## src/rtl/bsg_chip_noc_link_gearbox.sv

```systemverilog
// Bidirectional wide<->narrow gearbox between a manycore link and one channel-tunnel pair.
// Optional RX pad-bit checking is built when BSG_CHIP_NOC_GEARBOX_PAD_CHECK_EN is defined.
module bsg_chip_noc_link_gearbox #(
  parameter int unsigned wide_width_p   = 10,
  parameter int unsigned narrow_width_p = 4
) (
  input  logic                      clk_i,
  input  logic                      reset_n_i,

  input  logic                      wide_v_i,
  input  logic [wide_width_p-1:0]   wide_data_i,
  output logic                      wide_ready_and_o,
  output logic                      narrow_v_o,
  output logic [narrow_width_p-1:0] narrow_data_o,
  input  logic                      narrow_yumi_i,

  input  logic                      narrow_v_i,
  input  logic [narrow_width_p-1:0] narrow_data_i,
  output logic                      narrow_yumi_o,
  output logic                      wide_v_o,
  output logic [wide_width_p-1:0]   wide_data_o,
  input  logic                      wide_yumi_i,

  output logic                      error_o
);

  localparam int unsigned els_lp        = (wide_width_p + narrow_width_p - 1) / narrow_width_p;
  localparam int unsigned pad_lp        = els_lp * narrow_width_p - wide_width_p;
  localparam int unsigned cnt_width_lp  = (els_lp == 1) ? 1 : $clog2(els_lp);
  localparam int unsigned flat_width_lp = els_lp * narrow_width_p;

  localparam logic [cnt_width_lp-1:0] last_cnt_lp = cnt_width_lp'(els_lp - 1);

  localparam logic [0:0] IDLE = 1'b0;
  localparam logic [0:0] SEND = 1'b1;

  // ---------------- TX path ----------------
  logic [0:0]                             tx_state;
  logic [cnt_width_lp-1:0]                tx_cnt;
  logic [wide_width_p-1:0]                tx_data;
  logic [flat_width_lp-1:0]               tx_flat;
  logic [els_lp-1:0][narrow_width_p-1:0]  tx_pieces;
  logic                                   tx_last;
  logic                                   tx_accept;

  assign tx_last          = (tx_cnt == last_cnt_lp);
  assign narrow_v_o       = (tx_state == SEND);
  // Final-piece yumi reopens the input in the same cycle so packets stream without a bubble.
  assign wide_ready_and_o = (tx_state == IDLE) | (narrow_v_o & narrow_yumi_i & tx_last);
  assign tx_accept        = wide_v_i & wide_ready_and_o;

  always_ff @(posedge clk_i or negedge reset_n_i) begin
    if (!reset_n_i) begin
      tx_state <= IDLE;
      tx_cnt   <= '0;
    end else if (tx_accept) begin
      tx_state <= SEND;
      tx_cnt   <= '0;
    end else if (narrow_v_o & narrow_yumi_i) begin
      if (tx_last) begin
        tx_state <= IDLE;
        tx_cnt   <= '0;
      end else begin
        tx_cnt <= tx_cnt + cnt_width_lp'(1);
      end
    end
  end

  always_ff @(posedge clk_i) begin
    if (tx_accept) tx_data <= wide_data_i;
  end

  always_comb begin
    tx_flat                 = '0;
    tx_flat[wide_width_p-1:0] = tx_data;
  end

  assign tx_pieces     = tx_flat;
  assign narrow_data_o = tx_pieces[tx_cnt];

  // ---------------- RX path ----------------
  logic [cnt_width_lp-1:0]                rx_cnt;
  logic [els_lp-2:0][narrow_width_p-1:0]  rx_asm;
  logic [flat_width_lp-1:0]               rx_flat;
  logic                                   rx_last;
  logic                                   rx_done;
  logic                                   wide_v_r;
  logic [wide_width_p-1:0]                wide_data_r;

  assign narrow_yumi_o = narrow_v_i & (~wide_v_r | wide_yumi_i);
  assign rx_last       = (rx_cnt == last_cnt_lp);
  assign rx_done       = narrow_yumi_o & rx_last;
  assign rx_flat       = {narrow_data_i, rx_asm};

  always_ff @(posedge clk_i or negedge reset_n_i) begin
    if (!reset_n_i) begin
      rx_cnt   <= '0;
      wide_v_r <= 1'b0;
    end else begin
      if (narrow_yumi_o) rx_cnt <= rx_last ? '0 : rx_cnt + cnt_width_lp'(1);
      if (rx_done)          wide_v_r <= 1'b1;
      else if (wide_yumi_i) wide_v_r <= 1'b0;
    end
  end

  always_ff @(posedge clk_i) begin
    if (narrow_yumi_o & ~rx_last) begin
      for (int unsigned i = 0; i < els_lp - 1; i++) begin
        if (rx_cnt == cnt_width_lp'(i)) rx_asm[i] <= narrow_data_i;
      end
    end
    if (rx_done) wide_data_r <= rx_flat[wide_width_p-1:0];
  end

  assign wide_v_o    = wide_v_r;
  assign wide_data_o = wide_data_r;

  // ---------------- pad check ----------------
`ifdef BSG_CHIP_NOC_GEARBOX_PAD_CHECK_EN
  if (pad_lp > 0) begin : g_pad_check
    logic error_r;
    always_ff @(posedge clk_i or negedge reset_n_i) begin
      if (!reset_n_i) begin
        error_r <= 1'b0;
      end else if (rx_done & (|rx_flat[flat_width_lp-1:wide_width_p])) begin
        error_r <= 1'b1;
      end
    end
    assign error_o = error_r;
  end else begin : g_no_pad
    assign error_o = 1'b0;
  end
`else
  assign error_o = 1'b0;
  if (pad_lp > 0) begin : g_pad_unused
    logic unused_pad;
    assign unused_pad = |rx_flat[flat_width_lp-1:wide_width_p];
  end
`endif

endmodule

```

## config.mk

```make
export PLATFORM = sky130hd
export DESIGN_NAME = bsg_chip_noc_link_gearbox
export DESIGN_NICKNAME = d
export VERILOG_FILES = /design/src/rtl/bsg_chip_noc_link_gearbox.sv
export SDC_FILE = /design/constraint.sdc
export NUM_CORES = 1
export LEC_CHECK = 0
export CAP_MARGIN = 20
export CORE_MARGIN = 8
export CORE_UTILIZATION = 42
export CTS_BUF_LIST = sky130_fd_sc_hd__clkbuf_4 sky130_fd_sc_hd__clkbuf_8
export CTS_CLUSTER_SIZE = 20
export DETAILED_ROUTE_END_ITERATION = 10
export HOLD_SLACK_MARGIN = 0.12
export PLACE_DENSITY = 0.76
export REMOVE_ABC_BUFFERS = 1
export SLEW_MARGIN = 30
export SYNTH_ARGS = -nofsm -noshare
export SYNTH_HDL_FRONTEND = slang
export SYNTH_SLANG_ARGS = --single-unit
```

## constraint.sdc

```tcl
create_clock -name clk_i -period 1.5 [get_ports clk_i]
set_clock_uncertainty 0.05 [all_clocks]
set_input_delay 0.3 -clock clk_i [delete_from_list [all_inputs] [get_ports clk_i]]
set_output_delay 0.3 -clock clk_i [all_outputs]
set_load 0.02 [all_outputs]
```

==> results of run 1 <==
[layout make-up]
cell class	count	share of cell area, %
inverters	1	0.212
clock buffers	5	2.12
flip-flops and latches	34	55.9
multi-input cells	30	13.1
repair buffers	52	25.8
well taps	31	2.19
clock inverters	3	0.635
[registers in the layout, summed over array words and instances, names as in the netlist]
name	count
tx_data	10
wide_data_o	10
rx_asm	8
rx_cnt	2
tx_cnt	2
narrow_v_o	1
wide_v_o	1
[critical path, cell delays in order (launching register included)]
cell	delay [ns]
dfrtp_2	0.50
mux2i_1	0.21
o21ai_1	0.07
buf_4	0.16
[report_power, final]
| part | switching, mW | internal [mW] |
|---|---|---|
| clock network | 0.270 | 0.167 |
| registers | 0.122 | 1.24 |
| logic | 0.421 | 0.461 |
[through the flow]
step | hold slack [ns] | std cells | instance area [µm²] | TNS, ns
floorplan | -0.0456 | 65 | 1220 | -0.200
global placement | 0.352 | 143 | 1710 | -7.23
detailed placement | 0.355 | 143 | 1710 | -8.51
CTS | 0.153 | 155 | 1770 | -0.643
global route | 0.169 | 156 | 1770 | -0.908
finish | 0.156 | 156 | 1770 | -0.509
[how the worst max path moves through the flow]
stage | endpoint | slack, ns | cells past startpoint
floorplan | wide_data_o[0] | -0.02 | 2
global placement | wide_ready_and_o | -0.50 | 4
detailed placement | wide_ready_and_o | -0.53 | 4
CTS | narrow_data_o[1] | -0.15 | 3
global route | narrow_data_o[1] | -0.21 | 4
finish | narrow_data_o[1] | -0.12 | 3
[layer usage]
layer  vias up  global-route usage [%]
li1        362                       -
met1       352                    8.80
met2        37                    16.6
met3         4                    5.51
met4         0                    4.69
met5         -                       0
[placed cells by master, fill, tap and decap left out, types with 3 or more instances in the layout]
cell and instances:
buf_4 17, nand2_1 3, buf_6 3, clkdlybuf4s50_1 19, clkinv_1 3, nor2_1 3, clkbuf_4 5, mux2i_1 5
dfrtp_1 5, edfxtp_1 28, dlygate4sd2_1 11
[timing repair]
action                                 4_1_cts  5_1_grt
pin swaps                                    1        3
endpoints found under the hold margin        0        0
resized for setup                           50        3
setup buffers                                4        1
setup endpoints to repair                   28        7
[logic make-up after synthesis]
logic type / count (synthesis) / share of synthesized area, %
AO/OA/AOI/OAI: 6 / 4.23
buffers and inverters: 3 / 1.81
flip-flops: 34 / 79.7
multiplexers: 6 / 4.93
other: 1 / 0.302
AND/OR/NAND/NOR: 17 / 9.05
==> metrics, run 1 <==
r2r startpoint=tx_cnt[0]; CTS Buf Count=5; drt wl/cell=14.6 µm; routed wire length=2280 µm; endpoints failing setup=5; crit start category=register; row count=19; DIE HEIGHT=70.4 µm; Leak=0.720 nW; share of cells above drive strength 1=28.0%; storage element area=992 µm²; leading area contributor after synthesis=edfxtp_1; n_diodes=0; CP Max Fanout=7; crit path from=tx_cnt[0]; RR Endpoint=tx_data[8]; total gr overflow=0; final setup margin=-0.115 ns; failing checks=negative setup slack; cell with the most instances after synthesis=edfxtp_1; GRT Total Usage=9.62%; first-pass GRT wire length=3760 µm; Sink Count=34; worst skew pair latency=0.32 ns; vias in the first global route=852; post-synthesis sequential area ratio=79.7%; P per Cell Area=1510 nW/µm²; post-synthesis register bit count=34; Main synth FF type=edfxtp_1; met3 routed WL=218 µm; drt drc=0; Vias=755; via-per-instance ratio=4.84; Synth Instances=67; FF-to-FF setup slack=0.07 ns; P&R area growth vs syn=42.7%; Metal-1 WL=874 µm; asr flop ratio synth=17.6%; core footprint=2780 µm²; area share of the largest cell type after synthesis=67.6%; fmax=619 MHz; Clock Pin Slew Worst Setup and Hold Paths=0.09 ns; top post-synthesis cells by area=edfxtp_1 (68%), dfrtp_1 (12%), mux2i_1 (4.0%), nor2b_1 (1.5%), a21bo_4 (1.3%); Overall Power=2.68 mW; Post-synth EDFFs=28; Crit Path Category=reg -> out; fillers=215; fin. max-slew vios=0; synthesized cell area=1240 µm²; Synth Warn #=0; CP arrival=1.27 ns; Cell variety after synth=24; Hold Vio Cnt, Final=0; Max Root-Sink Buffers=2; IO Port Bufs=37; GPL Wtd Cong=0.715; Synth top cells by count=edfxtp_1 (28), dfrtp_1 (6), mux2i_1 (5); largest net degree at the start of global routing=11; Avg Inst Size Synth=18.6 µm²; drt first pass iters=4; status=finished, violations left; clk root buf=clkbuf_4; multi-input combinational cell area=233 µm²; reg2reg path depth=4; # nets final=144; Final Critical Period=1.62 ns; initial DRC count=28; RSZ-0062 raised after global routing=yes; metal2 WL=1160 µm; post-placement setup slack=-0.533 ns; Highest Signal Layer=met4; hold_buf cts=0; Max Cap Viol=0; ANT nets after route=0; initial core utilization=44.7%; CTS tree=yes; initial antenna violation count=0; H-tree Lvls=2; fin util=63.8%; Hold Path Class=in -> async; die area=4960 µm²; Final period util=108%; CP required=1.15 ns; Die Wd=70.4 µm; critical path capture point type=primary output; Peak VDD IR=1.02 mV; io pins=39
No activity file was read; power rests on OpenSTA's default activity.
==> run 2: changes to the inputs <==
--- a/config.mk
+++ b/config.mk
@@ -14,7 +14,7 @@
 export HOLD_SLACK_MARGIN = 0.12
 export PLACE_DENSITY = 0.76
 export REMOVE_ABC_BUFFERS = 1
-export SLEW_MARGIN = 30
+export SLEW_MARGIN = 15
 export SYNTH_ARGS = -nofsm -noshare
 export SYNTH_HDL_FRONTEND = slang
 export SYNTH_SLANG_ARGS = --single-unit
==> results of run 2 <==
Same layout as run 1: the final DEF is identical, and so are final timing and power.
==> run 3: changes to the inputs <==
--- a/config.mk
+++ b/config.mk
@@ -7,12 +7,12 @@
 export LEC_CHECK = 0
 export CAP_MARGIN = 20
 export CORE_MARGIN = 8
-export CORE_UTILIZATION = 42
+export CORE_UTILIZATION = 47
 export CTS_BUF_LIST = sky130_fd_sc_hd__clkbuf_4 sky130_fd_sc_hd__clkbuf_8
 export CTS_CLUSTER_SIZE = 20
 export DETAILED_ROUTE_END_ITERATION = 10
 export HOLD_SLACK_MARGIN = 0.12
-export PLACE_DENSITY = 0.76
+export PLACE_DENSITY = 0.81
 export REMOVE_ABC_BUFFERS = 1
 export SLEW_MARGIN = 15
 export SYNTH_ARGS = -nofsm -noshare
==> constraint.sdc (replaced) <==
create_clock -name clk_i -period 1.7 [get_ports clk_i]
set_clock_uncertainty 0.05 [all_clocks]
set_input_delay 0.34 -clock clk_i [delete_from_list [all_inputs] [get_ports clk_i]]
set_output_delay 0.34 -clock clk_i [all_outputs]
set_load 0.02 [all_outputs]
==> run 3 against run 2 <==
Compared with the run above:
- the flow now finishes without violations
- combinational power is 19% lower
- critical path depth stayed put
- design area decreased by 1.6%
- die area decreased by 8.3%
- count of clock-buffer cells in the layout unchanged
- clock power is 12% lower
- sequential cell count did not move
- sequential share of layout area rose by 0.88 points
- non-clock buffer count fell by 6
- core utilization rose by 6.1 points
- critical path type unchanged
==> metrics, run 3 (same netlist as run 1, synthesis figures left out) <==
status=finished, final reports clean; routed wire length=2190 µm; CP Max Fanout=8; Die Wd=67.4 µm; Largest stage delay, worst path=0.50 ns; crit path from=tx_cnt[0]; Hold Vio Cnt, Final=0; switching share of power=30.1%; row count=18; worst skew pair latency=0.32 ns; DIE HEIGHT=67.4 µm; Crit Path Category=reg -> out; reg2reg path depth=4; P&R area growth vs syn=40.4%; leading cell types in the layout, fill and taps excluded=edfxtp_1 (28), clkdlybuf4s50_1 (24), buf_4 (12); Internal Pwr Total=1.61 mW; CP arrival=1.29 ns; first-pass GRT wire length=3500 µm; combinational share of power=31.0%; GPL Wtd Cong=0.671; drt drc=0; Leak=0.721 nW; Vias=739; drt wl/cell=14.7 µm; initial antenna violation count=0; slowest CP cell=dfrtp_2; total gr overflow=0; r2r startpoint=tx_cnt[0]; Buf+Inv Stages, Crit Path=1; GRT Total Usage=10.6%; fillers=185; Clock Pin Slew Worst Setup and Hold Paths=0.10 ns; die area=4550 µm²; via-per-instance ratio=4.96; drt first pass iters=5; storage element area=992 µm²; commonest non-fill, non-tap cell in the layout=edfxtp_1; fin. max-slew vios=0; Worst path depth=3; RSZ-0062 raised after global routing=yes; n_diodes=0; WHS=0.189 ns; io pins=39; Net Sw Power=695 µW; clk root buf=clkbuf_4; Sink Count=34; CP required=1.31 ns; multi-input combinational cell area=233 µm²; endpoints failing setup=0; critical path capture point type=primary output; Final period util=99.1%; crit path cell chain=mux2i_1 -> o21ai_1 -> buf_4; ANT nets after route=0; Hold Path Class=in -> async; Final Critical Period=1.68 ns; CTS tree=yes; CTS Buf Count=5; Peak VDD IR=0.876 mV; crit start category=register; Clk pwr share=16.7%; fmax=594 MHz; hold_buf cts=0; core footprint=2500 µm²; largest net degree at the start of global routing=11; Max Root-Sink Buffers=2; # nets final=138; Seq pwr share=52.3%; initial core utilization=49.7%; placed instance area=1690 µm²; Setup TNS Final=0 ns; initial DRC count=14; P per Cell Area=1320 nW/µm²; Final Cell Area=1750 µm²; CP top delay family=flip-flops; share of cells above drive strength 1=23.5%; IO Port Bufs=37; vias in the first global route=786; fin util=69.9%; H-tree Lvls=2; Max Cap Viol=0
run 3: repair_timing:
action,4_1_cts,5_1_grt
pin swaps,0,2
endpoints found under the setup margin,8,11
gates resized for setup,31,11
buffers inserted,1,0
run 3: worst register-to-register path, delay by kind of cell (launching register included):
family	cells	cell delay, ns
DFF	1	0.51
and+or+nand+nor	2	0.36
AOI/OAI and AO/OA	1	0.13
buffers and inverters	1	0.10
run 3: per-stage QoR:
stage          instances  total power [mW]  setup slack [ns]
2_1_floorplan         65              1.58             0.180
3_3_place_gp         140              1.93            -0.376
3_5_place_dp         140              1.97            -0.414
4_1_cts              149              2.32           -0.0128
5_1_grt              149              2.45           -0.0987
6_report             149              2.30            0.0160
run 3: worst paths after layout:
path	endpoint	slack, ns
worst max register to register	tx_data[1]	0.26
worst max-delay path	narrow_data_o[1]	0.02
min in group clk_i	wide_data_o[3]	0.37
worst min register to register	wide_data_o[3]	0.37
max in group asynchronous	tx_cnt[0]	1.19
worst min-delay path	narrow_v_o	0.19
run 3: area by class of cell:
| type | instances | share of cell area [%] |
|---|---|---|
| sequential | 34 | 56.8 |
| timing repair buffer | 46 | 24.7 |
| multi-input combinational | 30 | 13.3 |
| clock buffer | 5 | 2.15 |
| tap | 30 | 2.15 |
| clock inverter | 3 | 0.645 |
| inverter | 1 | 0.215 |
run 3: metal layers:
metal / part of all wire (%) / vias up / GRT usage [%]
met1: 38 / 347 / 10.3
met2: 51 / 40 / 17.8
met3: 8.5 / 5 / 6.29
met4: 2.2 / 0 / 4.96
li1: - / 347 / -
met5: 0 / - / 0
run 3: power by group through the flow:
stage	Clock [mW]	Sequential [mW]	Combinational (mW)
after global placement	0	1.21	0.723
after CTS	0.402	1.21	0.706
after detailed placement	0	1.23	0.745
after floorplan	0	1.26	0.318
after global routing	0.444	1.23	0.768
final	0.385	1.21	0.714
